### src/rtl/tm1638_responder_if.sv
// rtl/tm1638_responder_if.sv - TM1638 STB/CLK/DIO bus bundle
// Purpose: groups the three-wire TM1638 link as seen at the device pins.
// Signals:
//   stb     strobe from master, low = frame active
//   sclk    bus clock from master, idle high
//   dio_in  DIO pin value driven by the master
//   dio_out key data bit driven by the responder
//   dio_oe  1 = responder drives DIO
interface tm1638_responder_if;
  logic stb;
  logic sclk;
  logic dio_in;
  logic dio_out;
  logic dio_oe;

  modport master (output stb, output sclk, output dio_in, input dio_out, input dio_oe);
  modport slave  (input stb, input sclk, input dio_in, output dio_out, output dio_oe);
endinterface

### src/rtl/tm1638_responder.sv
// rtl/tm1638_responder.sv - TM1638 device-side responder (display RAM + key scan readback)
// Purpose: oversamples the STB/SCLK/DIO link, decodes data/display/address commands,
//   holds the 16-byte display RAM and returns four key-scan bytes on DIO.
// Ports:
//   clk       system clock, all logic on rising edge
//   rst       synchronous reset, active high
//   bus       TM1638 pin bundle (slave side)
//   keys      key-scan bytes {b3,b2,b1,b0}, b0 sent first
//   disp_ram  display RAM, byte n at [8n+7:8n]
//   disp_on   display control bit3
//   bright    display control bits[2:0]
//   frame     1-cycle pulse at every STB rising edge
//   err       1-cycle pulse on protocol error
module tm1638_responder #(
  parameter int C_SYNC = 2
) (
  input  logic                 clk,
  input  logic                 rst,
  tm1638_responder_if.slave    bus,
  input  logic [31:0]          keys,
  output logic [127:0]         disp_ram,
  output logic                 disp_on,
  output logic [2:0]           bright,
  output logic                 frame,
  output logic                 err
);

  typedef enum logic [2:0] {S_IDLE, S_CMD, S_WDATA, S_RD, S_IGNORE} state_t;

  state_t state, state_nxt;

  logic [C_SYNC-1:0] stb_sync, sclk_sync, dio_sync;
  logic stb_q, sclk_q, armed;
  logic stb_s, sclk_s, dio_s;
  logic stb_rise, stb_fall, sclk_rise, sclk_fall;

  logic [2:0]   bit_cnt;
  logic [7:0]   shreg;
  logic [7:0]   new_byte;
  logic [3:0]   ptr;
  logic         fixed;
  logic [31:0]  key_sr;
  logic [127:0] ram_q;

  logic collecting, bit_take, byte_done;
  logic do_data, do_disp, do_addr, do_write, err_set, rd_shift;

  // STB syncs to 0 so a low STB at reset release never looks like a fall;
  // SCLK syncs to its idle-high level.
  always_ff @(posedge clk) begin
    if (rst) begin
      stb_sync  <= '0;
      sclk_sync <= '1;
      dio_sync  <= '0;
      stb_q     <= 1'b0;
      sclk_q    <= 1'b1;
      armed     <= 1'b0;
    end else begin
      stb_sync  <= {stb_sync[C_SYNC-2:0], bus.stb};
      sclk_sync <= {sclk_sync[C_SYNC-2:0], bus.sclk};
      dio_sync  <= {dio_sync[C_SYNC-2:0], bus.dio_in};
      stb_q     <= stb_s;
      sclk_q    <= sclk_s;
      if (stb_q) armed <= 1'b1;
    end
  end

  assign stb_s  = stb_sync[C_SYNC-1];
  assign sclk_s = sclk_sync[C_SYNC-1];
  assign dio_s  = dio_sync[C_SYNC-1];

  // A fall needs STB seen high since reset; the first rise after reset
  // (STB returning high) is not a frame end.
  assign stb_fall  = stb_q & ~stb_s;
  assign stb_rise  = armed & ~stb_q & stb_s;
  assign sclk_rise = ~sclk_q & sclk_s;
  assign sclk_fall = sclk_q & ~sclk_s;

  assign collecting = (state == S_CMD) || (state == S_WDATA) || (state == S_IGNORE);
  assign bit_take   = collecting & sclk_rise & ~stb_rise;
  assign byte_done  = bit_take & (bit_cnt == 3'd7);
  assign new_byte   = {dio_s, shreg[7:1]};   // LSB first: shift right, newest bit on top

  always_ff @(posedge clk) begin
    if (rst) state <= S_IDLE;
    else     state <= state_nxt;
  end

  always_comb begin
    state_nxt = state;
    if (stb_rise) begin
      state_nxt = S_IDLE;
    end else begin
      case (state)
        S_IDLE: if (stb_fall) state_nxt = S_CMD;
        S_CMD: begin
          if (byte_done) begin
            case (new_byte[7:6])
              2'b01:   state_nxt = new_byte[1] ? S_RD : S_IGNORE;
              2'b11:   state_nxt = S_WDATA;
              default: state_nxt = S_IGNORE;
            endcase
          end
        end
        default: state_nxt = state;
      endcase
    end
  end

  always_comb begin
    do_data  = 1'b0;
    do_disp  = 1'b0;
    do_addr  = 1'b0;
    err_set  = 1'b0;
    if ((state == S_CMD) && byte_done) begin
      case (new_byte[7:6])
        2'b01:   do_data = 1'b1;
        2'b10:   do_disp = 1'b1;
        2'b11:   do_addr = 1'b1;
        default: err_set = 1'b1;
      endcase
    end
    if ((state == S_IGNORE) && byte_done) err_set = 1'b1;
    do_write = (state == S_WDATA) && byte_done;
    rd_shift = (state == S_RD) && sclk_fall && !stb_rise;
  end

  always_ff @(posedge clk) begin
    if (rst) begin
      bit_cnt     <= '0;
      shreg       <= '0;
      ptr         <= '0;
      fixed       <= 1'b0;
      key_sr      <= '0;
      ram_q       <= '0;
      disp_on     <= 1'b0;
      bright      <= '0;
      frame       <= 1'b0;
      err         <= 1'b0;
      bus.dio_out <= 1'b0;
      bus.dio_oe  <= 1'b0;
    end else begin
      frame <= stb_rise;
      err   <= err_set;

      if (stb_rise || stb_fall) begin
        bit_cnt <= '0;
      end else if (bit_take) begin
        bit_cnt <= bit_cnt + 3'd1;
        shreg   <= new_byte;
      end

      if (do_data) begin
        fixed <= new_byte[2];
        if (new_byte[1]) key_sr <= keys;
      end

      if (do_disp) begin
        disp_on <= new_byte[3];
        bright  <= new_byte[2:0];
      end

      if (do_addr) begin
        ptr <= new_byte[3:0];
      end else if (do_write) begin
        ram_q[{ptr, 3'b000} +: 8] <= new_byte;
        if (!fixed) ptr <= ptr + 4'd1;
      end

      // key_sr drains to zero, so bits past the 32nd read back as 0
      if (stb_rise) begin
        bus.dio_oe  <= 1'b0;
        bus.dio_out <= 1'b0;
      end else if (rd_shift) begin
        bus.dio_oe  <= 1'b1;
        bus.dio_out <= key_sr[0];
        key_sr      <= {1'b0, key_sr[31:1]};
      end
    end
  end

  assign disp_ram = ram_q;

endmodule
### src/flat_wrapper.sv
// flat-port wrapper written by rule: the top's interface ports become plain ports
module tm1638_responder_flat 
#(
  parameter int C_SYNC = 2
)
  (clk, rst, keys, disp_ram, disp_on, bright, frame, err, bus_stb, bus_sclk, bus_dio_in, bus_dio_out, bus_dio_oe);
  tm1638_responder_if bus_i ();
  input  logic clk;
  input  logic rst;
  input  logic [31:0] keys;
  output logic [127:0] disp_ram;
  output logic disp_on;
  output logic [2:0] bright;
  output logic frame;
  output logic err;
  input wire logic [$bits(bus_i.stb)-1:0] bus_stb;
  input wire logic [$bits(bus_i.sclk)-1:0] bus_sclk;
  input wire logic [$bits(bus_i.dio_in)-1:0] bus_dio_in;
  output wire logic [$bits(bus_i.dio_out)-1:0] bus_dio_out;
  output wire logic [$bits(bus_i.dio_oe)-1:0] bus_dio_oe;
  assign bus_i.stb = bus_stb;
  assign bus_i.sclk = bus_sclk;
  assign bus_i.dio_in = bus_dio_in;
  assign bus_dio_out = bus_i.dio_out;
  assign bus_dio_oe = bus_i.dio_oe;
  tm1638_responder #(.C_SYNC(C_SYNC)) u_core (.clk(clk), .rst(rst), .bus(bus_i), .keys(keys), .disp_ram(disp_ram), .disp_on(disp_on), .bright(bright), .frame(frame), .err(err));
endmodule
### config.mk
export PLATFORM = sky130hd
export DESIGN_NAME = tm1638_responder_flat
export DESIGN_NICKNAME = d
export VERILOG_FILES = /design/src/rtl/tm1638_responder_if.sv /design/src/rtl/tm1638_responder.sv /design/src/flat_wrapper.sv
export SDC_FILE = /design/constraint.sdc
export NUM_CORES = 1
export LEC_CHECK = 0
export BUFFER_PORTS_ARGS = -buffer_cell sky130_fd_sc_hd__buf_2
export CAP_MARGIN = 20
export CORE_ASPECT_RATIO = 0.7
export CORE_MARGIN = 2
export CORE_UTILIZATION = 50
export CTS_CLUSTER_SIZE = 24
export DETAILED_ROUTE_END_ITERATION = 8
export PLACE_DENSITY = 0.83
export SYNTH_ARGS = -nofsm -noshare
export SYNTH_HDL_FRONTEND = slang
export SYNTH_SLANG_ARGS = --single-unit
### constraint.sdc
create_clock -name clk -period 5.1 [get_ports clk]
set_input_delay 1.02 -clock clk [delete_from_list [all_inputs] [get_ports clk]]
set_output_delay 1.02 -clock clk [all_outputs]
set_load 0.02 [all_outputs]
After elaboration in Yosys (flattened, before gate mapping)
Index checks and enable logic that the tools add are counted.

cells by class
  bitwise logic cells = 15
  mux-type cells = 22
  reduce and logical (&&, ||, !) cells = 19
  add/sub/neg operators = 3
  shift operators = 2
  eq/ne operators = 11

operators with widths
  cell                                                    number
  bitwise mux 128 bit                                     1
  2-to-1 mux 32 bit                                       4
  variable shift 8 x 9 -> 128 bit (first input constant)  1
  indexed part select 8 x 9 -> 128 bit                    1
  2-to-1 mux 4 bit                                        3
  one-hot mux 3 bit (2 select lines)                      2
  2-to-1 mux 1 bit                                        9
  2-to-1 mux 3 bit                                        3
  negator 7 -> 9 bit                                      1
  AND 1 bit                                               8
  inverter 1 bit                                          7
  == test 3 x 2 -> 1 bit (second input constant)          2
  == test 3 bit (second input constant)                   2
  AND reduction 2 bit                                     3
  logical AND 1 bit                                       5
  adder 4 x 1 -> 4 bit (second input constant)            1
  == test 2 bit (second input constant)                   2
  inequality test 2 x 1 -> 1 bit (second input constant)  2
  nonzero test 2 bit                                      2
  OR reduction 2 bit                                      2
  adder 3 x 1 -> 3 bit (second input constant)            1
  == test 3 x 1 -> 1 bit (second input constant)          1
  zero test 3 bit                                         1
  logical OR 1 bit                                        3
  other kinds (5)                                         5

storage, ports and cells
  register bits after elaboration = 196
  input port bits = 37
  output and inout port bits = 136

Depth between registers and ports, before layout
  word-level depth = 11
  depth in mapped cells = 9
  depth with buffers taken out = 6

Least setup slack after synthesis
OpenSTA, ideal clock, no wires.

  kind = input to register
  from = input port rst
  to = register u_core.key_sr[25]
  slack = 2.693 ns
  arrival time = 2.338 ns
  cell stages on the path = 5
  path through = or4bb_1 > nor4_1 > clkbuf_1 > a22oi_1 > o21ai_1

RTL lines
  item                  line                     text
  from (decl)           flat_wrapper.sv:9        input logic rst;
  to (signal assigned)  tm1638_responder.sv:155  if (new_byte[1]) key_sr <= keys;
  to (signal assigned)  tm1638_responder.sv:177  key_sr <= {1'b0, key_sr[31:1]};
  to (decl)             tm1638_responder.sv:42   logic [31:0] key_sr;

Worst setup path after layout
  from = register u_core.ptr[0]
  to = register u_core.ram_q[36], in the netlist u_core.disp_ram[36]

on the way
  cells in the longest elaborated chain, start to end = 3

RTL lines
  item                                                                                            line                     text
  from (decl)                                                                                     tm1638_responder.sv:40   logic [3:0] ptr;
  from (signal assigned)                                                                          tm1638_responder.sv:164  ptr <= new_byte[3:0];
  from (signal assigned)                                                                          tm1638_responder.sv:167  if (!fixed) ptr <= ptr + 4'd1;
  negator 7 -> 9 bit (*)                                                                          tm1638_responder.sv:166  ram_q[{ptr, 3'b000} +: 8] <= new_byte;
  indexed part select 8 x 9 -> 128 bit / variable shift 8 x 9 -> 128 bit (equally long branches)  tm1638_responder.sv:166
  bitwise mux 128 bit (*)                                                                         tm1638_responder.sv:166
  to (signal, indexed assignment)                                                                 tm1638_responder.sv:166
  to (decl)                                                                                       tm1638_responder.sv:43   logic [127:0] ram_q;

Every way passes the cells marked *; elsewhere a longest branch is shown, timed or not.
A chain may end at the register's enable or synchronous reset.

==> impl_summary.log <==
[metrics] outcome: completed
[metrics] Final Power: 2.90 mW
[metrics] EDFF count, synth: 0
[metrics] areal power density over the cells: 297 mW/mm^2
[metrics] flops & latches, synth: 195
[metrics] wire length after detailed routing: 19800 um
[metrics] Setup crit start kind: flip-flop
[metrics] synthesized area per cell: 9.99 sq um
[metrics] top cells by area in the synthesized netlist: sky130_fd_sc_hd__dfxtp_1, sky130_fd_sc_hd__mux2i_1, sky130_fd_sc_hd__nand2b_1, sky130_fd_sc_hd__a22oi_1, sky130_fd_sc_hd__o21ai_0
[metrics] H-tree depth: 4
[metrics] post-synthesis instance area: 0.00819 sq mm
[metrics] buffer count from post-CTS setup fixing: 0
[metrics] pin count of the biggest net entering global routing: 88
[metrics] number of DRC markers in iteration 0: 384
[metrics] DPL Wire Length: 13600 um
[metrics] achievable frequency: 341 MHz
[metrics] flop2flop setup slack: 2170 ps
[metrics] TritonCTS clock tree: yes
[metrics] count of filler cells inserted in the layout: 1382
[metrics] WP data arrival: 3270 ps
[metrics] Die Wd: 157 um
[metrics] Req. time, crit path: 5440 ps
[metrics] number of cells on the critical path: 6
[metrics] number of antenna-violating nets in the routed design: 0
[metrics] Area Growth Syn to Fin: 18.9%
[metrics] Clock Path Buffers: 2
[metrics] series of cell instances along the critical path: inv_1, ha_1, nand2b_1, a221oi_1, nand4b_1, mux2i_1
[metrics] via count: 6354
[metrics] first-pass iteration count of the detailed router: 5
[metrics] Max stage delay on crit path: 650 ps
[metrics] start of the worst register-to-register path: u_core.ptr[0]$_SDFFE_PP0P_
[metrics] worst-margin pin slew: 851 ps
[metrics] count of warnings emitted by yosys: 0
[metrics] area share of the leading cell type in the synthesized netlist: 0.477
[metrics] final number of setup-violating endpoints: 0
[metrics] Worst Skew: 9.99 ps
[metrics] Tmin final: 2930 ps
[metrics] destination of the worst hold path: u_core.sclk_sync[1]$_SDFF_PP1_
[metrics] number of instances in the synthesized netlist: 820
[metrics] Antenna Cells: 0
[metrics] floorplan die height: 111 um
[metrics] total negative setup slack: 0 ps
[metrics] largest fanout on the critical path: 12
[metrics] post-synthesis sequential area ratio: 0.477
[metrics] peak supply drop: 0.187 mV
[metrics] placeable core region: 0.0162 sq mm
[metrics] cell taking the most area after synthesis: sky130_fd_sc_hd__dfxtp_1
[metrics] Mapped Nets: 863
[metrics] routability cong.: 0.870
[metrics] fraction of final layout cells sized beyond drive strength 1: 0.248
[metrics] Initial Util: 0.507
[metrics] number of buffers inserted by port buffering: 172
[metrics] number of hold violations in the final report: 0
[metrics] Crit Path Category: reg -> reg
[metrics] setup repair after global routing missed its margin: false
[metrics] global-route wire length before repair: 31400 um
[metrics] Total Routing Usage GR: 0.228
[metrics] max_cap viols: 0
[metrics] number of resized instances in the post-cts repair step: 0
[metrics] unique cell type count in the Yosys netlist: 60
[metrics] CTS Buf Count: 17
[metrics] detailed-route wire length per cell: 16.5 um
[metrics] total count of max-transition violations in the final report: 0
[metrics] Die Footprint: 0.0174 sq mm
[metrics] drc violations: 0
[metrics] worst hold path class: reg -> reg
[metrics] Critical Path Sink Type: flip-flop
[metrics] number of cells in the finished layout apart from fillers: 1202
[metrics] final period utilization: 0.575
[metrics] R2R depth: 6
[metrics] Post-CTS Hold Buffers: 0
[metrics] number of instances on the worst hold path: 1
[metrics] library cell used as clock root buffer: sky130_fd_sc_hd__clkbuf_16
[metrics] later-pin clock latency in the skew report: 440 ps
[metrics] fraction of registers with async set/reset: 0
[metrics] number of placed instances with taps included: 1170
[metrics] endpoint of the lowest-slack register-to-register path: u_core.disp_ram[36]$_SDFFE_PP0P_
[metrics] via count of the first global-routing pass: 5944
[metrics] worst rel slew slack: 0.433
[metrics] most common flop cell mapped by yosys: sky130_fd_sc_hd__dfxtp_1
[metrics] via/cell ratio: 5.29
[metrics] crit path buf inv count: 1
[metrics] start point of the worst hold path: u_core.sclk_sync[0]$_SDFF_PP1_
[metrics] sum of overflow across all layers after global routing: 0
[metrics] initial antenna violation count: 0
[metrics] post-CTS clock slew at the launch and capture registers of the worst setup and hold paths: 70 ps
[metrics] Rows: 39
[metrics] TritonCTS Sinks: 195
[metrics] IO Count: 173
[metrics] final net count: 1007
[metrics] crit-path leading delay family: simple AND/OR/NAND/NOR gates
[metrics] library cell contributing the largest single delay on the critical path: sky130_fd_sc_hd__dfxtp_1
[metrics] total leakage power: 4.25 nW
-- flip-flops by register name (all words and copies together) (netlist names) --
name / cells
u_core.armed: 1
u_core.bit_cnt: 3
u_core.bright: 3
u_core.bus.dio_oe: 1
u_core.bus.dio_out: 1
u_core.dio_sync: 2
u_core.disp_on: 1
u_core.disp_ram: 128
u_core.err: 1
u_core.fixed: 1
u_core.frame: 1
u_core.key_sr: 32
u_core.ptr: 4
u_core.sclk_q: 1
u_core.sclk_sync: 2
u_core.shreg: 7
u_core.state: 3
u_core.stb_q: 1
u_core.stb_sync: 2
-- Yosys cell counts (5+ instances only) --
library cell and count:
sky130_fd_sc_hd__a21oi_1 14, sky130_fd_sc_hd__a22oi_1 34, sky130_fd_sc_hd__buf_2 9, sky130_fd_sc_hd__clkbuf_1 39
sky130_fd_sc_hd__dfxtp_1 195, sky130_fd_sc_hd__ha_1 6, sky130_fd_sc_hd__inv_1 35, sky130_fd_sc_hd__mux2_2 7
sky130_fd_sc_hd__mux2i_1 130, sky130_fd_sc_hd__nand2_1 51, sky130_fd_sc_hd__nand2b_1 127, sky130_fd_sc_hd__nand3_1 12
sky130_fd_sc_hd__nor2_1 19, sky130_fd_sc_hd__nor2b_1 15, sky130_fd_sc_hd__nor3_1 7, sky130_fd_sc_hd__nor3_4 5
sky130_fd_sc_hd__nor4_1 5, sky130_fd_sc_hd__o21ai_0 40, sky130_fd_sc_hd__o21ai_1 5
-- cells by family after synthesis --
group	after synthesis	synth area share
AO/OA/AOI/OAI	103	0.0784
multiplexers	137	0.169
adder cells (fa/ha/maj)	6	0.00917
AND/OR/NAND/NOR	286	0.217
XOR/XNOR	6	0.00733
flip-flops	195	0.477
buffers and inverters	87	0.0431
-- cell usage in the layout, fill, tap and decap left out, types with 7 or more instances in the layout --
| cell | n |
|---|---|
| sky130_fd_sc_hd__mux2i_1 | 130 |
| sky130_fd_sc_hd__clkbuf_16 | 17 |
| sky130_fd_sc_hd__nor3_1 | 7 |
| sky130_fd_sc_hd__a22oi_1 | 34 |
| sky130_fd_sc_hd__nor2_1 | 19 |
| sky130_fd_sc_hd__nand2_1 | 51 |
| sky130_fd_sc_hd__dfxtp_1 | 195 |
| sky130_fd_sc_hd__nand3_1 | 12 |
| sky130_fd_sc_hd__inv_1 | 35 |
| sky130_fd_sc_hd__nor2b_1 | 15 |
| sky130_fd_sc_hd__o21ai_0 | 40 |
| sky130_fd_sc_hd__buf_2 | 171 |
| sky130_fd_sc_hd__a21oi_1 | 14 |
| sky130_fd_sc_hd__nand2b_1 | 127 |
| sky130_fd_sc_hd__mux2_2 | 7 |
-- routing by layer --
metal	routed length, um	part of all wire	GRT usage	up-vias
met4	168	0.0085	0.0581	0
met1	9590	0.48	0.334	3025
met3	1450	0.073	0.0625	12
met5	0	0	0	-
li1	-	-	-	3111
met2	8590	0.43	0.331	206
-- through the flow --
step	setup WS [ps]	hold WS (ps)	cell area, sq um	utilization
detailed placement	2070	398	9160	0.567
finish	2170	411	9740	0.603
CTS	2200	414	9740	0.603
global placement	2130	403	9160	0.567
global route	1950	451	9740	0.603
floorplan	2690	389	8190	-
-- worst max-delay path by stage --
stage | slack, ps | start | endpoint
after detailed placement | 2070 | rst | u_core.disp_ram[10]$_SDFFE_PP0P_
after CTS | 2200 | u_core.ptr[0]$_SDFFE_PP0P_ | u_core.disp_ram[36]$_SDFFE_PP0P_
after global routing | 1950 | u_core.ptr[0]$_SDFFE_PP0P_ | u_core.disp_ram[39]$_SDFFE_PP0P_
after floorplan | 2690 | rst | u_core.key_sr[25]$_SDFF_PP0_
after global placement | 2130 | rst | u_core.disp_ram[78]$_SDFFE_PP0P_
final | 2170 | u_core.ptr[0]$_SDFFE_PP0P_ | u_core.disp_ram[36]$_SDFFE_PP0P_
-- layout make-up --
class,instances,area (sq um),share of cell area
Multi-Input combinational cell,538,3950,0.405
Inverter,35,131,0.0135
Clock buffer,22,474,0.0487
Timing Repair Buffer,177,901,0.0925
Sequential cell,195,3900,0.401
Tap cell,225,282,0.0289
Clock inverter,10,100,0.0103
-- worst reg2reg max path, cell delays in order, from the launching register on --
cell,delay (ps)
sky130_fd_sc_hd__dfxtp_1,650
sky130_fd_sc_hd__inv_1,210
sky130_fd_sc_hd__ha_1,380
sky130_fd_sc_hd__nand2b_1,190
sky130_fd_sc_hd__a221oi_1,380
sky130_fd_sc_hd__nand4b_1,630
sky130_fd_sc_hd__mux2i_1,390
-- power by group --
group | internal (mW) | total [mW] | leakage [nW] | switching (mW)
clock network | 0.718 | 1.31 | 0.281 | 0.593
registers | 1.52 | 1.53 | 1.57 | 0.00375
logic | 0.0282 | 0.0562 | 2.40 | 0.0279
Power figures use the tool's default switching activity.
